===== src/rtl/fp_accumulate_top.sv =====
// fp_accumulate_top: fp32 running-sum accumulator with a 4-cycle-per-term FSM.
// Flush-to-zero inputs, truncating (round-toward-zero) adds, sticky NaN,
// saturating term counter, valid/ready handshakes on both sides.
module fp_accumulate_top #(
  parameter int COUNT_W = 16
) (
  input  logic               clk_i,
  input  logic               reset_i,
  input  logic [31:0]        product_i,
  input  logic               product_valid_i,
  input  logic               last_i,
  output logic               product_ready_o,
  output logic [31:0]        sum_o,
  output logic               sum_valid_o,
  input  logic               sum_ready_i,
  output logic [COUNT_W-1:0] term_count_o
);

  typedef enum logic [2:0] {
    S_IDLE  = 3'd0,
    S_ALIGN = 3'd1,
    S_ADD   = 3'd2,
    S_NORM  = 3'd3,
    S_OUT   = 3'd4
  } state_t;

  localparam logic [31:0] QNAN = 32'h7FC0_0000;

  // Leading-zero count of a 24-bit mantissa; 24 when the input is zero.
  function automatic logic [4:0] lzc24(input logic [23:0] v);
    logic [4:0] n;
    logic       found;
    n     = 5'd24;
    found = 1'b0;
    for (int i = 23; i >= 0; i--) begin
      if (!found && v[i]) begin
        n     = 5'(23 - i);
        found = 1'b1;
      end
    end
    return n;
  endfunction

  state_t             state_r;
  logic [31:0]        term_r;
  logic               last_r;
  logic [31:0]        acc_r;
  logic               nan_r;
  logic [COUNT_W-1:0] count_r;
  logic               ready_r;
  logic               valid_r;

  // Aligned operands (ALIGN -> ADD) and raw sum (ADD -> NORM).
  logic               big_sign_r;
  logic               sub_r;
  logic [7:0]         big_exp_r;
  logic [23:0]        big_mant_r;
  logic [23:0]        small_mant_r;
  logic [24:0]        sum_r;

  // Alignment datapath signals.
  logic [7:0]  a_exp_s, b_exp_s, diff_s;
  logic [23:0] a_mant_s, b_mant_s;
  logic        a_ge_b_s;
  logic [7:0]  al_big_exp_s;
  logic [23:0] al_big_mant_s, al_small_mant_s, al_shifted_s;
  logic        al_big_sign_s;
  logic [7:0]  al_small_exp_s;

  // Normalisation datapath signals.
  logic [4:0]         lz_s;
  logic [23:0]        norm_mant_s;
  logic signed [9:0]  norm_exp_s;
  logic [31:0]        norm_result_s;

  // Unpack accumulator and term with flush-to-zero, pick the larger magnitude, shift the smaller.
  always_comb begin
    a_exp_s  = acc_r[30:23];
    b_exp_s  = term_r[30:23];
    a_mant_s = (a_exp_s == 8'd0) ? 24'd0 : {1'b1, acc_r[22:0]};
    b_mant_s = (b_exp_s == 8'd0) ? 24'd0 : {1'b1, term_r[22:0]};
    a_ge_b_s = ({a_exp_s, a_mant_s} >= {b_exp_s, b_mant_s});
    if (a_ge_b_s) begin
      al_big_exp_s    = a_exp_s;
      al_big_mant_s   = a_mant_s;
      al_big_sign_s   = acc_r[31];
      al_small_exp_s  = b_exp_s;
      al_small_mant_s = b_mant_s;
    end else begin
      al_big_exp_s    = b_exp_s;
      al_big_mant_s   = b_mant_s;
      al_big_sign_s   = term_r[31];
      al_small_exp_s  = a_exp_s;
      al_small_mant_s = a_mant_s;
    end
    diff_s = al_big_exp_s - al_small_exp_s;
    if (diff_s >= 8'd25) begin
      al_shifted_s = 24'd0;
    end else begin
      al_shifted_s = al_small_mant_s >> diff_s;
    end
  end

  // Renormalise the raw sum, then apply zero / overflow / underflow / NaN rules.
  always_comb begin
    lz_s = lzc24(sum_r[23:0]);
    if (sum_r[24]) begin
      norm_mant_s = sum_r[24:1];
      norm_exp_s  = $signed({2'b00, big_exp_r}) + 10'sd1;
    end else begin
      norm_mant_s = sum_r[23:0] << lz_s;
      norm_exp_s  = $signed({2'b00, big_exp_r}) - $signed({5'b00000, lz_s});
    end
    if (nan_r) begin
      norm_result_s = QNAN;
    end else if (sum_r == 25'd0) begin
      norm_result_s = 32'h0000_0000;
    end else if (norm_exp_s >= 10'sd255) begin
      norm_result_s = {big_sign_r, 8'hFF, 23'd0};
    end else if (norm_exp_s <= 10'sd0) begin
      norm_result_s = 32'h0000_0000;
    end else begin
      norm_result_s = {big_sign_r, norm_exp_s[7:0], norm_mant_s[22:0]};
    end
  end

  // Main FSM: term handshake, align/add/normalise pipeline steps, result handshake.
  always_ff @(posedge clk_i) begin
    if (reset_i) begin
      state_r      <= S_IDLE;
      term_r       <= 32'd0;
      last_r       <= 1'b0;
      acc_r        <= 32'd0;
      nan_r        <= 1'b0;
      count_r      <= '0;
      ready_r      <= 1'b1;
      valid_r      <= 1'b0;
      big_sign_r   <= 1'b0;
      sub_r        <= 1'b0;
      big_exp_r    <= 8'd0;
      big_mant_r   <= 24'd0;
      small_mant_r <= 24'd0;
      sum_r        <= 25'd0;
    end else begin
      case (state_r)
        S_IDLE: begin
          if (product_valid_i) begin
            term_r  <= product_i;
            last_r  <= last_i;
            ready_r <= 1'b0;
            if (product_i[30:23] == 8'hFF) begin
              nan_r <= 1'b1;
            end else begin
              nan_r <= nan_r;
            end
            if (count_r != {COUNT_W{1'b1}}) begin
              count_r <= count_r + {{(COUNT_W-1){1'b0}}, 1'b1};
            end else begin
              count_r <= count_r;
            end
            state_r <= S_ALIGN;
          end else begin
            state_r <= S_IDLE;
          end
        end
        S_ALIGN: begin
          big_sign_r   <= al_big_sign_s;
          sub_r        <= acc_r[31] ^ term_r[31];
          big_exp_r    <= al_big_exp_s;
          big_mant_r   <= al_big_mant_s;
          small_mant_r <= al_shifted_s;
          state_r      <= S_ADD;
        end
        S_ADD: begin
          if (sub_r) begin
            sum_r <= {1'b0, big_mant_r} - {1'b0, small_mant_r};
          end else begin
            sum_r <= {1'b0, big_mant_r} + {1'b0, small_mant_r};
          end
          state_r <= S_NORM;
        end
        S_NORM: begin
          acc_r <= norm_result_s;
          if (last_r) begin
            valid_r <= 1'b1;
            state_r <= S_OUT;
          end else begin
            ready_r <= 1'b1;
            state_r <= S_IDLE;
          end
        end
        S_OUT: begin
          if (sum_ready_i) begin
            acc_r   <= 32'd0;
            nan_r   <= 1'b0;
            count_r <= '0;
            valid_r <= 1'b0;
            ready_r <= 1'b1;
            state_r <= S_IDLE;
          end else begin
            state_r <= S_OUT;
          end
        end
        default: begin
          state_r <= S_IDLE;
          ready_r <= 1'b1;
          valid_r <= 1'b0;
        end
      endcase
    end
  end

  assign product_ready_o = ready_r;
  assign sum_o           = acc_r;
  assign sum_valid_o     = valid_r;
  assign term_count_o    = count_r;

endmodule

===== config.mk =====
export PLATFORM = sky130hd
export DESIGN_NAME = fp_accumulate_top
export DESIGN_NICKNAME = d
export VERILOG_FILES = /design/src/rtl/fp_accumulate_top.sv
export SDC_FILE = /design/constraint.sdc
export NUM_CORES = 1
export LEC_CHECK = 0
export ABC_AREA = 1
export BUFFER_PORTS_ARGS = -buffer_cell sky130_fd_sc_hd__buf_2
export CAP_MARGIN = 20
export CELL_PAD_IN_SITES_DETAIL_PLACEMENT = 1
export CELL_PAD_IN_SITES_GLOBAL_PLACEMENT = 1
export CORE_MARGIN = 2
export CORE_UTILIZATION = 35
export DETAILED_ROUTE_END_ITERATION = 10
export PLACE_DENSITY = 0.7
export SYNTH_ARGS = -nofsm -noshare
export SYNTH_HDL_FRONTEND = slang
export SYNTH_SLANG_ARGS = --single-unit
export TNS_END_PERCENT = 50

===== constraint.sdc =====
create_clock -name clk_i -period 10.9 [get_ports clk_i]
set_clock_uncertainty 0.05 [all_clocks]
set_input_delay 0 -clock clk_i [delete_from_list [all_inputs] [get_ports clk_i]]
set_output_delay 0 -clock clk_i [all_outputs]
set_load 0.02 [all_outputs]

==> impl_metrics.toml, run 1 <==
[layout]
diodes = 0
area_delta_synth_final_pct = 12.8
multi_input_area_mm2 = 0.00848
nets = 2233
fill_cells = 4986
drive_gt1_frac = 0.0981
regArea_mm2 = 0.00340

[yosys]
synth_cell_types = 57
syn_nets = 2183
yosysTopAreaCellShare = 0.256
yosysSeqAreaShare = 0.256
synth_most_common_cell = "nand2_1"
ys_seq_elements = 170
synth_common_cells = "nand2_1, inv_1, a21oi_1"
synthTopCellsByArea = "dfxtp_1, nand2_1, a21oi_1"
synth_cells = 2078
ys_warn_count = 0
netlist_area_mm2 = 0.0133
avgSynthCellArea_um2 = 6.39
synth_largest_area_cell = "dfxtp_1"
synth_edf_count = 0
async_flop_share = 0
synth_ff_type = "dfxtp_1"

[power_and_ir_drop]
p_int_mw = 1.58
combPwrFrac = 0.596
clkPwrFrac = 0.190
peakVddDrop_mv = 0.122
leakage_nw = 6.69
p_total_mw = 3.32
swShare = 0.523
p_sw_mw = 1.74
pwr-share-seq = 0.214
power.density_mw_per_mm2 = 222

[timing]
slew_viol_final = 0
worst_slack_ns = 4.08
relSlewSlack = 0.300
final_hold_viol_count = 0
finalCritPeriodShare = 0.625
setup_viol = 0
tightest_slew_ns = 1.04
rsz0062_at_grt = "false"
tns_ns = 0
clock.fmax_ghz = 0.147
period_minus_slack_ns = 6.82

[clock_tree]
clock-root-buffer = "clkbuf_16"
cts_tree = "yes"
clk_pin_slew_ns = 0.08
htree_levels = 4
numCtsBuffers = 17
clk_path_buf_depth = 2
insertion_delay_ns = 0.46
cts_resized = 0
cts.sinks = 170

[routing]
viasPerCell = 5.53
drt-initial-drc-count = 1072
detail_route.first_pass.iterations = 5
wl_um = 54000
drc = 0
dr_total_vias = 14700
wire_per_inst_um = 20.4
ant_nets = 0

[setup_path]
reg2regPathDepth = 30
cpMostUsedCell = "nand2_1"
arrival_ns = 7.15
critPathKind = "flip-flop to flip-flop"
cp_slowest_cell = "nand3_2"
cp_data_required_time_ns = 11.23
critPathLaunchType = "flip-flop"
max_stage_delay_ns = 0.67
worstPathMaxFanout = 44
end_kind = "flip-flop"

[status]
status = "complete, no violations"

[placement]
place_ws_ns = 4.29
hpwl_um = 40700
placement.io_buffers = 86
gp_congestion = 0.942

[die]
die_x_um = 199
die_h_um = 199
core.rowCount = 71
initial_core_util = 0.354
die_area_mm2 = 0.0395
coreArea_mm2 = 0.0375
ios = 87

[global_route]
grt_pass1_wl_um = 84200
grt_max_degree = 74
grt_usage = 0.277
first_global_vias = 14300
grt_overflow = 0
antenna_found_initial = 0

[worst_hold_path]
hold_depth = 2
min_path_type = "primary input to flip-flop"

[flow_run]
cap_violations = 0
==> worst max-delay path, delay by kind of cell (launching register included) <==
kind	cells	cell delay, ns
AOI/OAI and AO/OA	3	0.81
adders and majority gates	2	0.51
buffers and inverters	4	0.65
DFF	1	0.35
and+or+nand+nor	21	4.35
==> registers in the layout, indices dropped and copies added, names as in the netlist <==
signal	cells
sum_r	25
term_count_o	16
state_r	3
big_exp_r	8
sum_o	32
sum_valid_o	1
sub_r	1
last_r	1
product_ready_o	1
nan_r	1
big_sign_r	1
small_mant_r	24
term_r	32
big_mant_r	24
==> timing repair <==
item	CTS	global route
setup buffers	0	0
hold buffers	41	0
hold endpoints to repair	39	0
==> cells in the final DEF, fill, tap and decap left out, types with 19 or more instances in the layout <==
cell type	n
nand2_1	494
o21ai_0	130
buf_2	85
nand3_1	192
dlygate4sd3_1	41
nor2_1	100
nand4_1	78
a21oi_1	221
ha_1	66
xnor2_1	23
xor2_1	28
buf_4	19
o211ai_1	49
nor3_1	28
dfxtp_1	170
inv_1	228
==> cell type report <==
| cell class | count | share of cell area |
|---|---|---|
| clock inverters | 13 | 0.00860 |
| flip-flops and latches | 170 | 0.227 |
| inverters | 238 | 0.0596 |
| multi-input cells | 1556 | 0.566 |
| repair buffers | 145 | 0.0653 |
| clock buffers | 19 | 0.0302 |
| well taps | 511 | 0.0427 |
==> logic make-up (layout without fill, tap and decap cells) <==
kind of cell | Yosys count | in the layout | synth area share
flops | 170 | 170 | 0.256
fa+ha+maj | 68 | 68 | 0.0652
simple gates | 958 | 958 | 0.334
buf+inv | 352 | 415 | 0.106
xor+xnor | 54 | 54 | 0.0385
mux | 2 | 2 | 0.00151
compound gates | 474 | 474 | 0.199
==> power groups by stage <==
stage	Clock [mW]	Sequential (mW)	Combinational (mW)
finish	0.630	0.709	1.98
global route	0.665	0.714	2.19
CTS	0.638	0.708	1.96
floorplan	0	0.708	1.44
detailed placement	0	0.722	1.93
global placement	0	0.720	1.91
==> final timing paths <==
path                                                     end                   start  slack, ns
worst max-delay path            small_mant_r[7]$_SDFFE_PP0P_  sum_o[29]$_SDFFE_PP0P_       4.08
worst min-delay path                   sum_o[9]$_SDFFE_PP0P_                 reset_i       0.03
worst max register to register  small_mant_r[7]$_SDFFE_PP0P_  sum_o[29]$_SDFFE_PP0P_       4.08
worst min register to register        term_r[2]$_SDFFE_PP0P_  term_r[2]$_SDFFE_PP0P_       0.40
==> per-stage QoR <==
stage	util	hold WS [ns]	cell area, um2	std cells
floorplan	-	0.114	13300	2078
global placement	0.373	0.229	14000	2579
detailed placement	0.373	0.238	14000	2579
CTS	0.400	0.00864	15000	2652
global route	0.400	0.0292	15000	2652
finish	0.400	0.0344	15000	2652
==> per-layer routing <==
| layer | global-route usage | part of all wire |
|---|---|---|
| met1 | 0.384 | 0.47 |
| met2 | 0.458 | 0.47 |
| met3 | 0.0332 | 0.045 |
| met4 | 0.0647 | 0.018 |
| met5 | 0 | 0 |
No activity file was read; power rests on OpenSTA's default activity.
==> inputs of run 2 (changes only) <==
==> constraint.sdc (replaced) <==
create_clock -name clk_i -period 6.9 [get_ports clk_i]
set_clock_uncertainty 0.05 [all_clocks]
set_input_delay 0 -clock clk_i [delete_from_list [all_inputs] [get_ports clk_i]]
set_output_delay 0 -clock clk_i [all_outputs]
set_load 0.02 [all_outputs]
==> run 2 against run 1 <==
Total power rose by 58%. Sequential share of layout area down 0.14 points. Wire length fell by 1.1%. Core utilization is 0.25 points higher. Count of clock-buffer cells in the layout is 1 lower. Cell count rose by 0.30%. Global-route usage shrank 0.27 points. First-iteration DRC count is 5.6% lower. Combinational power rose by 58%. Setup slack got worse by 3.1 ns. Critical path type unchanged. Largest cell class unchanged.
==> impl_metrics.toml, run 2 (same netlist as run 1, synthesis figures left out) <==
[setup_path]
cpMostUsedCell = "inv_1"
r2r_slack_ns = 0.97
endpoint = "sum_o[4]$_SDFFE_PP0P_"
r2r_start = "sum_r[20]$_SDFFE_PP0P_"
critPathLaunchType = "flip-flop"
max_stage_delay_ns = 0.53
cp-startpoint = "sum_r[20]$_SDFFE_PP0P_"
cp_data_required_time_ns = 7.24
critPathKind = "flip-flop to flip-flop"
cp_slowest_cell = "fa_1"
reg2regPathDepth = 31
r2r_end = "sum_o[4]$_SDFFE_PP0P_"
end_kind = "flip-flop"
arrival_ns = 6.27
worstPathMaxFanout = 30

[routing]
drt-initial-drc-count = 1012
wire_per_inst_um = 20.1
viasPerCell = 5.47
ant_nets = 0
dr_total_vias = 14500
drc = 0
wl_um = 53400
detail_route.first_pass.iterations = 5

[clock_tree]
numCtsBuffers = 17
htree_levels = 4
cts_tree = "yes"
postCtsSetupBuffers = 0
insertion_delay_ns = 0.47
clk_path_buf_depth = 2
clk_pin_slew_ns = 0.07
clock-root-buffer = "clkbuf_16"
cts.sinks = 170

[global_route]
grt_use_met3 = 0.0404
grt_max_degree = 69
grt_pass1_wl_um = 82900
first_global_vias = 14500
grtUsageMet2 = 0.459
grt_overflow = 0
grt_usage = 0.274
grt_busiest_layer = "met2"
antenna_found_initial = 0
use_met1 = 0.365

[die]
coreArea_mm2 = 0.0375
die_area_mm2 = 0.0395
die_x_um = 199
core.rowCount = 71
ios = 87
die_h_um = 199
initial_core_util = 0.354

[placement]
placement.io_buffers = 86
hpwl_um = 41200
gp_congestion = 0.964
place_ws_ns = 0.820

[timing]
relSlewSlack = 0.435
finalCritPeriodShare = 0.860
final_hold_viol_count = 0
tns_ns = 0
worst_slack_ns = 0.966
rsz0062_at_grt = "false"
clock.fmax_ghz = 0.169
hold-worst-slack_ns = 0.323
setup_viol = 0
slew_viol_final = 0
tightest_slew_ns = 0.848
period_minus_slack_ns = 5.93

[power_and_ir_drop]
leakage_nw = 6.74
power.density_mw_per_mm2 = 347
peakVddDrop_mv = 0.225

[worst_hold_path]
min_path_type = "primary input to flip-flop"

[layout]
area_delta_synth_final_pct = 13.5
fill_cells = 4978
final_common_cell = "nand2_1"
drive_gt1_frac = 0.101
nets = 2241
final_cell_mix = "nand2_1, inv_1, a21oi_1"
fin_util = 0.402
diodes = 0

[status]
status = "complete, no violations"

[flow_run]
cap_violations = 0
[run 2: metal layers]
layer  vias up  part of all wire
li1       7146                 -
met1      7026              0.46
met2       308              0.47
met3        63             0.041
met4         0             0.023
met5         -                 0
[run 2: repair_timing]
| action | in CTS | in global routing |
|---|---|---|
| endpoints found under the hold margin | 46 | 0 |
| setup endpoints to repair | 0 | 10 |
| hold buffers | 43 | 0 |
| resized for setup | 0 | 1 |
[run 2: layout make-up]
type | count | area (um2) | share of cell area
clock buffer | 18 | 439 | 0.0291
timing repair buffer | 153 | 1060 | 0.0704
tap | 511 | 639 | 0.0424
sequential | 170 | 3400 | 0.226
clock inverter | 14 | 145 | 0.00963
inverter | 238 | 893 | 0.0593
multi-input combinational | 1556 | 8490 | 0.563
[run 2: power breakdown]
group / total, mW / switching [mW] / internal, mW
clock: 0.978 / 0.486 / 0.493
combinational: 3.13 / 2.17 / 0.965
sequential: 1.13 / 0.0794 / 1.05
total: 5.24 / 2.73 / 2.50
[run 2: worst min path at each step]
| stage | from | to | slack, ns | cells past startpoint |
|---|---|---|---|---|
| global placement | product_i[7] | term_r[7]$_SDFFE_PP0P_ | 0.23 | 3 |
| global route | product_i[21] | term_r[21]$_SDFFE_PP0P_ | 0.33 | 4 |
| CTS | product_i[0] | term_r[0]$_SDFFE_PP0P_ | 0.28 | 4 |
| detailed placement | product_i[7] | term_r[7]$_SDFFE_PP0P_ | 0.24 | 3 |
| finish | product_i[6] | term_r[6]$_SDFFE_PP0P_ | 0.32 | 4 |
| floorplan | product_i[27] | nan_r$_SDFFE_PP0P_ | 0.11 | 2 |
[run 2: stage by stage]
| stage | cells | cell area [um2] | total power [mW] |
|---|---|---|---|
| floorplan | 2078 | 13300 | 3.40 |
| global placement | 2583 | 14000 | 4.20 |
| detailed placement | 2584 | 14000 | 4.22 |
| CTS | 2659 | 15000 | 5.23 |
| global route | 2660 | 15100 | 5.67 |
| finish | 2660 | 15100 | 5.24 |
[run 2: worst max-delay path: cells and delay by family, from the launching register on]
kind / cells / cell delay, ns
adder cells (fa/ha/maj): 1 / 0.53
flip-flops: 1 / 0.35
buffers and inverters: 8 / 1.38
AND/OR/NAND/NOR: 19 / 2.76
AO/OA/AOI/OAI: 3 / 0.79
==> inputs of run 3 (changes only) <==
--- a/config.mk
+++ b/config.mk
@@ -5,7 +5,7 @@
 export SDC_FILE = /design/constraint.sdc
 export NUM_CORES = 1
 export LEC_CHECK = 0
-export ABC_AREA = 1
+export ABC_AREA = 0
 export BUFFER_PORTS_ARGS = -buffer_cell sky130_fd_sc_hd__buf_2
 export CAP_MARGIN = 20
 export CELL_PAD_IN_SITES_DETAIL_PLACEMENT = 1
@@ -13,7 +13,7 @@
 export CORE_MARGIN = 2
 export CORE_UTILIZATION = 35
 export DETAILED_ROUTE_END_ITERATION = 10
-export PLACE_DENSITY = 0.7
+export PLACE_DENSITY = 0.68
 export SYNTH_ARGS = -nofsm -noshare
 export SYNTH_HDL_FRONTEND = slang
 export SYNTH_SLANG_ARGS = --single-unit
==> run 3 against run 2 <==
Wire length down 7.5%. Via count down 11%. Total power shrank 3.7%. Setup slack lost 0.42 ns. Count of clock-buffer cells in the layout up 1. First-iteration DRC count is 5.1% higher. Synthesized cell count decreased by 18%. Critical endpoint is now small_mant_r[19]$_SDFFE_PP0P_. Highest routed layer unchanged.
==> impl_metrics.toml, run 3 <==
[yosys]
ys_warn_count = 0
synthTopCellsByArea = "dfxtp_1, nand2_1, mux2i_1"
ys_seq_elements = 170
synth_most_common_cell = "nand2_1"
synth_cells = 1699
synth_ff_type = "dfxtp_1"
synth_edf_count = 0
avgSynthCellArea_um2 = 7.51
yosysSeqAreaShare = 0.267
synth_common_cells = "nand2_1, nor2_1, dfxtp_1"
yosysTopAreaCellShare = 0.267
syn_nets = 1804
netlist_area_mm2 = 0.0128
synth_cell_types = 86
async_flop_share = 0
synth_largest_area_cell = "dfxtp_1"

[global_route]
first_global_vias = 12900
grt_usage = 0.258
grt_pass1_wl_um = 76700
grt_max_degree = 68
antenna_found_initial = 0
grt_overflow = 0

[routing]
wire_per_inst_um = 22.0
viasPerCell = 5.78
drt-initial-drc-count = 1064
dr_total_vias = 13000
drc = 0
wl_um = 49400
ant_nets = 0
detail_route.first_pass.iterations = 5

[layout]
nets = 1879
diodes = 0
area_delta_synth_final_pct = 15.2
final_common_cell = "nand2_1"
final_cell_mix = "nand2_1, nor2_1, dfxtp_1"
drive_gt1_frac = 0.119
fin_util = 0.411

[setup_path]
reg2regPathDepth = 20
arrival_ns = 6.68
r2r_slack_ns = 0.54
critPathLaunchType = "flip-flop"
cp_data_required_time_ns = 7.23
critPathKind = "flip-flop to flip-flop"
r2r_start = "sum_o[27]$_SDFFE_PP0P_"
r2r_end = "small_mant_r[19]$_SDFFE_PP0P_"
end_kind = "flip-flop"
worstPathMaxFanout = 26

[clock_tree]
insertion_delay_ns = 0.45
htree_levels = 4
clk_path_buf_depth = 2
clock-root-buffer = "clkbuf_16"
cts_tree = "yes"
clk_pin_slew_ns = 0.07
numCtsBuffers = 17
cts.sinks = 170

[worst_hold_path]
hold_depth = 3
hold_end = "small_mant_r[16]$_SDFFE_PP0P_"
hp-start = "reset_i"
min_path_type = "primary input to flip-flop"

[die]
die_h_um = 195
coreArea_mm2 = 0.0357
core.rowCount = 69
ios = 87
die_area_mm2 = 0.0380
initial_core_util = 0.357
die_x_um = 195

[timing]
tns_ns = 0
period_minus_slack_ns = 6.36
final_hold_viol_count = 0
rsz0062_at_grt = "false"
slew_viol_final = 0
setup_viol = 0
clock.fmax_ghz = 0.157
finalCritPeriodShare = 0.921
tightest_slew_ns = 0.959
relSlewSlack = 0.359

[flow_run]
cap_violations = 0

[power_and_ir_drop]
power.density_mw_per_mm2 = 343
peakVddDrop_mv = 0.185
leakage_nw = 5.92

[placement]
hpwl_um = 38000
placement.io_buffers = 86
gp_congestion = 0.947

[status]
status = "complete, no violations"
==> run 3: cell types whose count changed after synthesis, sizes merged, moves of 23 or more <==
| cell | before | now |
|---|---|---|
| mux2i | 2 | 84 |
| nand4 | 86 | 10 |
| a211oi | 3 | 26 |
| a21oi | 233 | 146 |
| nand2 | 504 | 253 |
| o211ai | 49 | 4 |
| nor2 | 108 | 197 |
| mux2 | 0 | 26 |
| inv | 234 | 73 |
| nand3 | 208 | 26 |
| a311oi | 0 | 24 |
| o21ai | 149 | 92 |
==> run 3: power breakdown <==
part | leakage, nW | switching (mW) | total [mW] | internal [mW]
Sequential | 1.38 | 0.112 | 1.16 | 1.05
Clock | 0.312 | 0.466 | 1.07 | 0.600
Combinational | 4.23 | 1.78 | 2.82 | 1.04
Total | 5.92 | 2.35 | 5.04 | 2.69
==> run 3: repair_timing <==
item                      in CTS  in global routing
setup buffers                  0                  0
resized for setup              0                  0
hold endpoints to repair      38                  0
hold buffers                  43                  0
==> run 3: layer usage <==
layer | vias to the layer above | part of all wire | GRT usage
li1 | 6245 | - | -
met1 | 6351 | 0.47 | 0.355
met2 | 338 | 0.46 | 0.426
met3 | 52 | 0.041 | 0.0304
met4 | 0 | 0.021 | 0.0673
met5 | - | 0 | 0
==> run 3: how the worst max path moves through the flow <==
stage / from / depth (start not counted) / end / slack (ns)
2_1_floorplan: sum_r[12]$_SDFFE_PP0P_ / 25 / sum_o[15]$_SDFFE_PP0P_ / 0.84
3_3_place_gp: sum_o[23]$_SDFFE_PP0P_ / 20 / small_mant_r[16]$_SDFFE_PP0P_ / 0.82
3_5_place_dp: sum_r[12]$_SDFFE_PP0P_ / 22 / sum_o[17]$_SDFFE_PP0P_ / 0.54
4_1_cts: sum_r[12]$_SDFFE_PP0P_ / 22 / sum_o[17]$_SDFFE_PP0P_ / 0.49
5_1_grt: sum_o[27]$_SDFFE_PP0P_ / 18 / small_mant_r[20]$_SDFFE_PP0P_ / 0.09
6_report: sum_o[27]$_SDFFE_PP0P_ / 20 / small_mant_r[19]$_SDFFE_PP0P_ / 0.54
==> run 3: cell families (layout without fill, tap and decap cells) <==
kind of cell               Yosys count  count (layout)  synth area share
AOI/OAI and AO/OA                  462             462             0.240
xor gates and xnor gates            63              63            0.0438
adders and majority gates           68              68            0.0679
buffers and inverters              178             266            0.0541
DFF                                170             170             0.267
muxes                              118             118             0.103
and+or+nand+nor                    640             640             0.224
==> run 3: per-stage QoR <==
step	cells	hold WS (ns)	area, um2	power [mW]	worst slack [ns]
after global routing	2248	0.181	14700	5.36	0.0921
after global placement	2171	0.191	13600	3.92	0.816
after CTS	2246	0.156	14700	5.03	0.487
after detailed placement	2171	0.197	13600	3.93	0.539
after floorplan	1699	0.0860	12800	3.16	0.841
final	2248	0.161	14700	5.04	0.544
==> run 3: critical path, cell delays in order (launching register included) <==
cell       delay (ns)
dfxtp_1          0.39
nor4_1           0.31
nand2_1          0.61
nand2_1          0.36
inv_1            0.07
ha_1             0.34
a21oi_1          0.20
o21ai_0          0.13
a22oi_1          0.44
nand4b_4         0.28
a2111oi_2        0.44
a21oi_1          0.08
ha_1             0.22
a22o_1           0.21
nor3b_1          0.29
a311oi_2         0.16
nor3_1           0.19
o22ai_1          0.24
a2111o_1         0.55
or4b_1           0.55
a21oi_1          0.15
==> run 3: area by class of cell <==
type,instances,area [um2]
fill,4458,21000
multi-input combinational,1351,8690
clock buffer,19,453
inverter,73,274
tap,461,577
sequential,170,3400
timing repair buffer,161,1120
clock inverter,13,176
